**src/rtl/div_seq_32_pkg.sv**
```systemverilog
// Shared definitions for the sequential signed divider: default width,
// iteration counter width and FSM state encodings.
package div_seq_32_pkg;

    localparam int DIV_WIDTH = 32;
    localparam int DIV_CNT_W = 6;   // covers 0..32

    typedef enum logic [1:0] {
        S_IDLE = 2'd0,
        S_RUN  = 2'd1,
        S_DONE = 2'd2
    } state_t;

endpackage

```
**src/rtl/div_seq_32_step.sv**
```systemverilog
// One restoring-division trial subtract: diff = rem_in - divisor, computed
// as rem_in + ~divisor + 1 through a ripple of full-adder cells.
// ge is the final carry out, i.e. rem_in >= divisor (unsigned).
module div_seq_32_step #(
    parameter int W = 33
) (
    input  logic [W-1:0] rem_in,
    input  logic [W-1:0] divisor,
    output logic [W-1:0] diff,
    output logic         ge
);

    logic [W:0] carry;

    assign carry[0] = 1'b1;

    for (genvar i = 0; i < W; i++) begin : g_fa
        logic b_inv;
        assign b_inv      = ~divisor[i];
        assign diff[i]    = rem_in[i] ^ b_inv ^ carry[i];
        assign carry[i+1] = (rem_in[i] & b_inv) | (rem_in[i] & carry[i]) | (b_inv & carry[i]);
    end

    assign ge = carry[W];

endmodule

```
**src/rtl/div_seq_32.sv**
```systemverilog
// Multi-cycle signed divider, one quotient bit per clock (restoring).
// Operands are converted to magnitudes in a WIDTH+1 datapath so that -2^(W-1)
// keeps its magnitude; the sign is re-applied when the last bit is produced.
//
// state  | meaning
// -------+-------------------------------------------------------------
// S_IDLE | waiting for ctrl_DIV; outputs hold last result
// S_RUN  | WIDTH shift/trial-subtract iterations
// S_DONE | data_resultRDY high for this single cycle
module div_seq_32
    import div_seq_32_pkg::*;
#(
    parameter int WIDTH = DIV_WIDTH
) (
    input  logic             clock,
    input  logic             reset,
    input  logic             ctrl_DIV,
    input  logic [WIDTH-1:0] data_operandA,
    input  logic [WIDTH-1:0] data_operandB,
    output logic [WIDTH-1:0] data_result,
    output logic             data_exception,
    output logic             data_resultRDY
);

    state_t               state, state_nxt;
    logic [DIV_CNT_W-1:0] count;
    logic [WIDTH:0]       rem;
    logic [WIDTH:0]       divisor;
    logic [WIDTH-1:0]     quo;
    logic                 sign_q;
    logic                 dz;
    logic [WIDTH-1:0]     result_q;
    logic                 exc_q;

    logic [WIDTH-1:0]     mag_a, mag_b;
    logic [WIDTH:0]       rem_sh, diff;
    logic                 ge;
    logic [WIDTH-1:0]     quo_nxt;
    logic                 last_iter;

    // Two's-complement magnitudes; 0x80..0 maps onto itself, which is correct unsigned.
    assign mag_a = data_operandA[WIDTH-1] ? (~data_operandA + WIDTH'(1)) : data_operandA;
    assign mag_b = data_operandB[WIDTH-1] ? (~data_operandB + WIDTH'(1)) : data_operandB;

    assign rem_sh    = {rem[WIDTH-1:0], quo[WIDTH-1]};
    assign quo_nxt   = {quo[WIDTH-2:0], ge};
    assign last_iter = (state == S_RUN) && (count == DIV_CNT_W'(WIDTH - 1));

    div_seq_32_step #(.W(WIDTH + 1)) u_step (
        .rem_in  (rem_sh),
        .divisor (divisor),
        .diff    (diff),
        .ge      (ge)
    );

    // State register.
    always_ff @(posedge clock or posedge reset) begin
        if (reset) state <= S_IDLE;
        else       state <= state_nxt;
    end

    // Next state and ready pulse; a start in any state restarts the operation.
    always_comb begin
        state_nxt      = state;
        data_resultRDY = 1'b0;
        case (state)
            S_IDLE: if (ctrl_DIV) state_nxt = S_RUN;
            S_RUN: begin
                if (ctrl_DIV)       state_nxt = S_RUN;
                else if (last_iter) state_nxt = S_DONE;
            end
            S_DONE: begin
                data_resultRDY = 1'b1;
                state_nxt      = ctrl_DIV ? S_RUN : S_IDLE;
            end
            default: state_nxt = S_IDLE;
        endcase
    end

    // Operand latch, iteration datapath and result register.
    always_ff @(posedge clock or posedge reset) begin
        if (reset) begin
            count    <= '0;
            rem      <= '0;
            divisor  <= '0;
            quo      <= '0;
            sign_q   <= 1'b0;
            dz       <= 1'b0;
            result_q <= '0;
            exc_q    <= 1'b0;
        end else if (ctrl_DIV) begin
            count    <= '0;
            rem      <= '0;
            divisor  <= {1'b0, mag_b};
            quo      <= mag_a;
            sign_q   <= data_operandA[WIDTH-1] ^ data_operandB[WIDTH-1];
            dz       <= (data_operandB == '0);
            result_q <= '0;
            exc_q    <= 1'b0;
        end else if (state == S_RUN) begin
            rem   <= ge ? diff : rem_sh;
            quo   <= quo_nxt;
            count <= count + DIV_CNT_W'(1);
            if (last_iter) begin
                // Divide-by-zero still runs the full latency; its quotient is discarded.
                result_q <= dz ? '0 : (sign_q ? (~quo_nxt + WIDTH'(1)) : quo_nxt);
                exc_q    <= dz;
            end
        end
    end

    assign data_result    = result_q;
    assign data_exception = exc_q;

endmodule

```
**config.mk**
```make
export PLATFORM = sky130hd
export DESIGN_NAME = div_seq_32
export DESIGN_NICKNAME = d
export VERILOG_FILES = /design/src/rtl/div_seq_32_pkg.sv /design/src/rtl/div_seq_32_step.sv /design/src/rtl/div_seq_32.sv
export SDC_FILE = /design/constraint.sdc
export NUM_CORES = 1
export LEC_CHECK = 0
export ABC_AREA = 1
export BUFFER_PORTS_ARGS = -buffer_cell sky130_fd_sc_hd__buf_2
export CAP_MARGIN = 10
export CELL_PAD_IN_SITES_DETAIL_PLACEMENT = 1
export CELL_PAD_IN_SITES_GLOBAL_PLACEMENT = 1
export CORE_ASPECT_RATIO = 0.7
export CORE_UTILIZATION = 39
export DETAILED_ROUTE_END_ITERATION = 12
export PLACE_DENSITY_LB_ADDON = 0.1
export REMOVE_ABC_BUFFERS = 1
export SLEW_MARGIN = 15
export SYNTH_ARGS = -nofsm -noshare
export SYNTH_HDL_FRONTEND = slang
export SYNTH_HIERARCHICAL = 1
export SYNTH_SLANG_ARGS = --single-unit
```
**constraint.sdc**
```tcl
create_clock -name clock -period 14.35 [get_ports clock]
set_input_delay 0.7175 -clock clock [delete_from_list [all_inputs] [get_ports clock]]
set_output_delay 0.7175 -clock clock [all_outputs]
set_load 0.03 [all_outputs]
```
==> flow_summary_export.csv <==
group,metric,value,unit
synthesis,synth_area,9376,um2
timing,period_share,0.9625,
clocking,clkSinkCount,139,
clocking,postCtsHoldBufs,0,
layout,final_nets,1515,
synthesis,ys_warn_count,6,
route,routed_wirelength,30.10,mm
clocking,cts_buffers,17,
floorplan,rows,47,
worst_setup_path,crit_type,"reg2reg",
route,firstDrtPassIters,11,
placed_design,hpwl,22.41,mm
synthesis,ys_seq_area_frac,0.3710,
synthesis,synth_ff_type,"dfrtp_1",
floorplan,start_util,0.3966,
timing,grt_setup_unrepaired,"no",
synthesis,synth_largest_area_cell,"dfrtp_1",
route,vias_per_cell,5.108,
run,maxCapViolCount,0,
placed_design,dp_slack,-0.004525,ns
layout,syn_to_final_growth,15.49,%
clocking,tritoncts,"done",
clocking,clkTransAtPathRegs,0.07,ns
synthesis,synth_seq_cells,139,
clocking,root_buffer,"clkbuf_16",
grt,antenna_found_initial,0,
timing,final_hold_viol_count,0,
worst_setup_path,ff2ff_path_depth,45,
clocking,cts.path.max_buffers,2,
worst_setup_path,worstPathMaxFanout,6,
worst_setup_path,r2r-start,"quo[31]",
worst_hold_path,hold_path.class,"in2async",
layout,final_util,0.4581,
synthesis,synthArstFlopShare,1.000,
pwr,p_leak,5.221,nW
worst_setup_path,worstPathRequired,14.66,ns
clocking,clk_latency,0.43,ns
worst_setup_path,crit_path_frequent_cell,"fa_1",
grt,grt_pass1_wl,48.91,mm
synthesis,synth.top_cell.area_share,0.3710,
synthesis,synth.most_common_cell,"nand2_1",
outcome,status,"complete, but fails checks",
worst_setup_path,cp.arrival,14.13,ns
worst_setup_path,ff2ff_setup_slack,0.54,ns
placed_design,placed_area,10140,um2
worst_setup_path,cpPeakStageDelay,0.42,ns
route,post_drt_wl_per_cell,17.28,um
worst_setup_path,critPathLaunchType,"flip-flop",
grt,grt_max_degree,77,
layout,n_fill_cell,3073,
placed_design,portBuffers,100,
floorplan,die_h,131.7,um
floorplan,pin_count,101,
route,drcViolationCount,2,
layout,multiInputGateArea,5022,um2
synthesis,syn_area_per_cell,7.055,um2
worst_setup_path,cp-end-kind,"flip-flop",
route,drtAntennaViolNets,0,
timing,skew,0.007900,ns
floorplan,die_w,187.3,um
timing,max_freq,0.07240,GHz
timing,setup_tns,0,ns
floorplan,die_area,24680,um2
floorplan,core_area,23640,um2
layout,final_cell_area,10830,um2
clocking,htreeDepth,4,
layout,n_antenna_cell,0,
grt,grtUsageTotal,0.2541,
pwr,ir_drop,0.09886,mV
layout,ff_latch_area,3478,um2
timing,finalSetupViolCount,0,
grt,grt-ovfl-total,0,
synthesis,synthCells,1329,
grt,grt_pass1_vias,8877,
timing,worstMarginPinSlew,1.084,ns
timing,drv_slew,0,
pwr,powerDensity,134.5,nW/um2
synthesis,yosysUniqueCellTypes,40,
timing,whs,0.3761,ns
synthesis,yosys-top-cells-area,"dfrtp_1, nand2_1, nand3_1, inv_1, fa_1",
worst_setup_path,r2r_end,"data_result[20]",
synthesis,synth_edf_count,0,
worst_setup_path,cp_slowest_cell,"fa_1",
layout,drive_gt1_frac,0.1194,
timing,slew_headroom,0.2726,
route,drt_iter0_markers,545,
timing,layout_setup_ws,0.5374,ns
outcome,violations,"DRC",
timing,min_period,13.81,ns
route,dr_total_vias,8899,
synthesis,ys_top_cells_by_count,"nand2_1, inv_1, nand3_1",
placed_design,gp_congestion,0.8817,
## layout make-up
class / instances / share of cell area
repair buffers: 109 / 0.05280
inverters: 189 / 0.06597
multi-input cells: 955 / 0.4638
clock inverters: 13 / 0.01768
flip-flops and latches: 139 / 0.3212
clock buffers: 19 / 0.04183
well taps: 318 / 0.03674
## critical path: cells and delay by family, from the launching register on
kind	cells	cell delay, ns
AND/OR/NAND/NOR	7	0.60
buffers and inverters	3	0.21
flip-flops	1	0.36
adder cells (fa/ha/maj)	34	12.42
AO/OA/AOI/OAI	1	0.10
## logic make-up (layout without fill, tap and decap cells)
| logic type | Yosys count | after routing | share of synthesized area |
|---|---|---|---|
| other cells | 1 | 1 | 0.0003999 |
| simple gates | 727 | 727 | 0.3196 |
| flops | 139 | 139 | 0.3710 |
| fa+ha+maj | 37 | 37 | 0.07499 |
| mux | 30 | 30 | 0.03203 |
| buf+inv | 235 | 330 | 0.09768 |
| compound gates | 141 | 141 | 0.08660 |
| xor+xnor | 19 | 19 | 0.01775 |
## state kept, by name, indices dropped and copies added, names as in the netlist
name / flops
dz: 1
quo: 32
state: 2
data_exception: 1
divisor: 32
sign_q: 1
count: 6
data_result: 32
rem: 32
## report_power, final
| group | leakage [nW] | total (mW) | switching (mW) | internal [mW] |
|---|---|---|---|---|
| clock network | 0.306 | 0.486 | 0.185 | 0.301 |
| registers | 1.81 | 0.510 | 0.0592 | 0.451 |
| logic | 3.11 | 0.461 | 0.283 | 0.177 |
| total | 5.22 | 1.46 | 0.527 | 0.930 |
## worst max path at each step
stage,from,slack (ns),to
floorplan,divisor[0],-0.34,data_result[20]
global placement,divisor[0],0.25,data_result[22]
detailed placement,quo[31],-0.005,data_result[22]
CTS,quo[31],0.01,data_result[20]
global route,quo[31],0.03,data_result[24]
finish,quo[31],0.54,data_result[20]
## layer usage
metal | wire (um) | GRT usage | part of all wire
met3 | 1415 | 0.04578 | 0.047
met2 | 12050 | 0.3517 | 0.40
met4 | 189 | 0.04599 | 0.0063
met1 | 16450 | 0.4085 | 0.55
met5 | 0 | 0 | 0
## timing repair
action                     in CTS  in global routing
pin swaps                       0                  0
buffers inserted                0                  0
resized for setup               2                 12
cloned                          0                  0
setup endpoints to repair       9                 62
## cell usage in the layout, fill, tap and decap left out, drive strengths merged
cell type  instances
nor3              11
o211ai             8
o32ai              1
o221ai             8
dfrtp            139
inv              187
o21a               1
a21oi             11
clkinv             8
o21ai             92
nand2            404
clkbuf            19
conb               1
fa                32
xnor2              5
bufinv             4
a31oi              2
a22o               1
nand3b             2
o31ai              2
o22ai             11
o21bai             4
buf              109
nor2             144
nand4              6
clkinvlp           3
nand3            158
xor2              14
ha                 5
and2               1
nor4               1
mux2i             30
## metrics by stage
stage	std cells	power [mW]
2_1_floorplan	1283	0.8225
6_report	1742	1.457
3_3_place_gp	1709	0.9420
4_1_cts	1741	1.465
3_5_place_dp	1709	0.9645
5_1_grt	1742	1.557
Note: power is estimated with default switching activity, not from simulation.
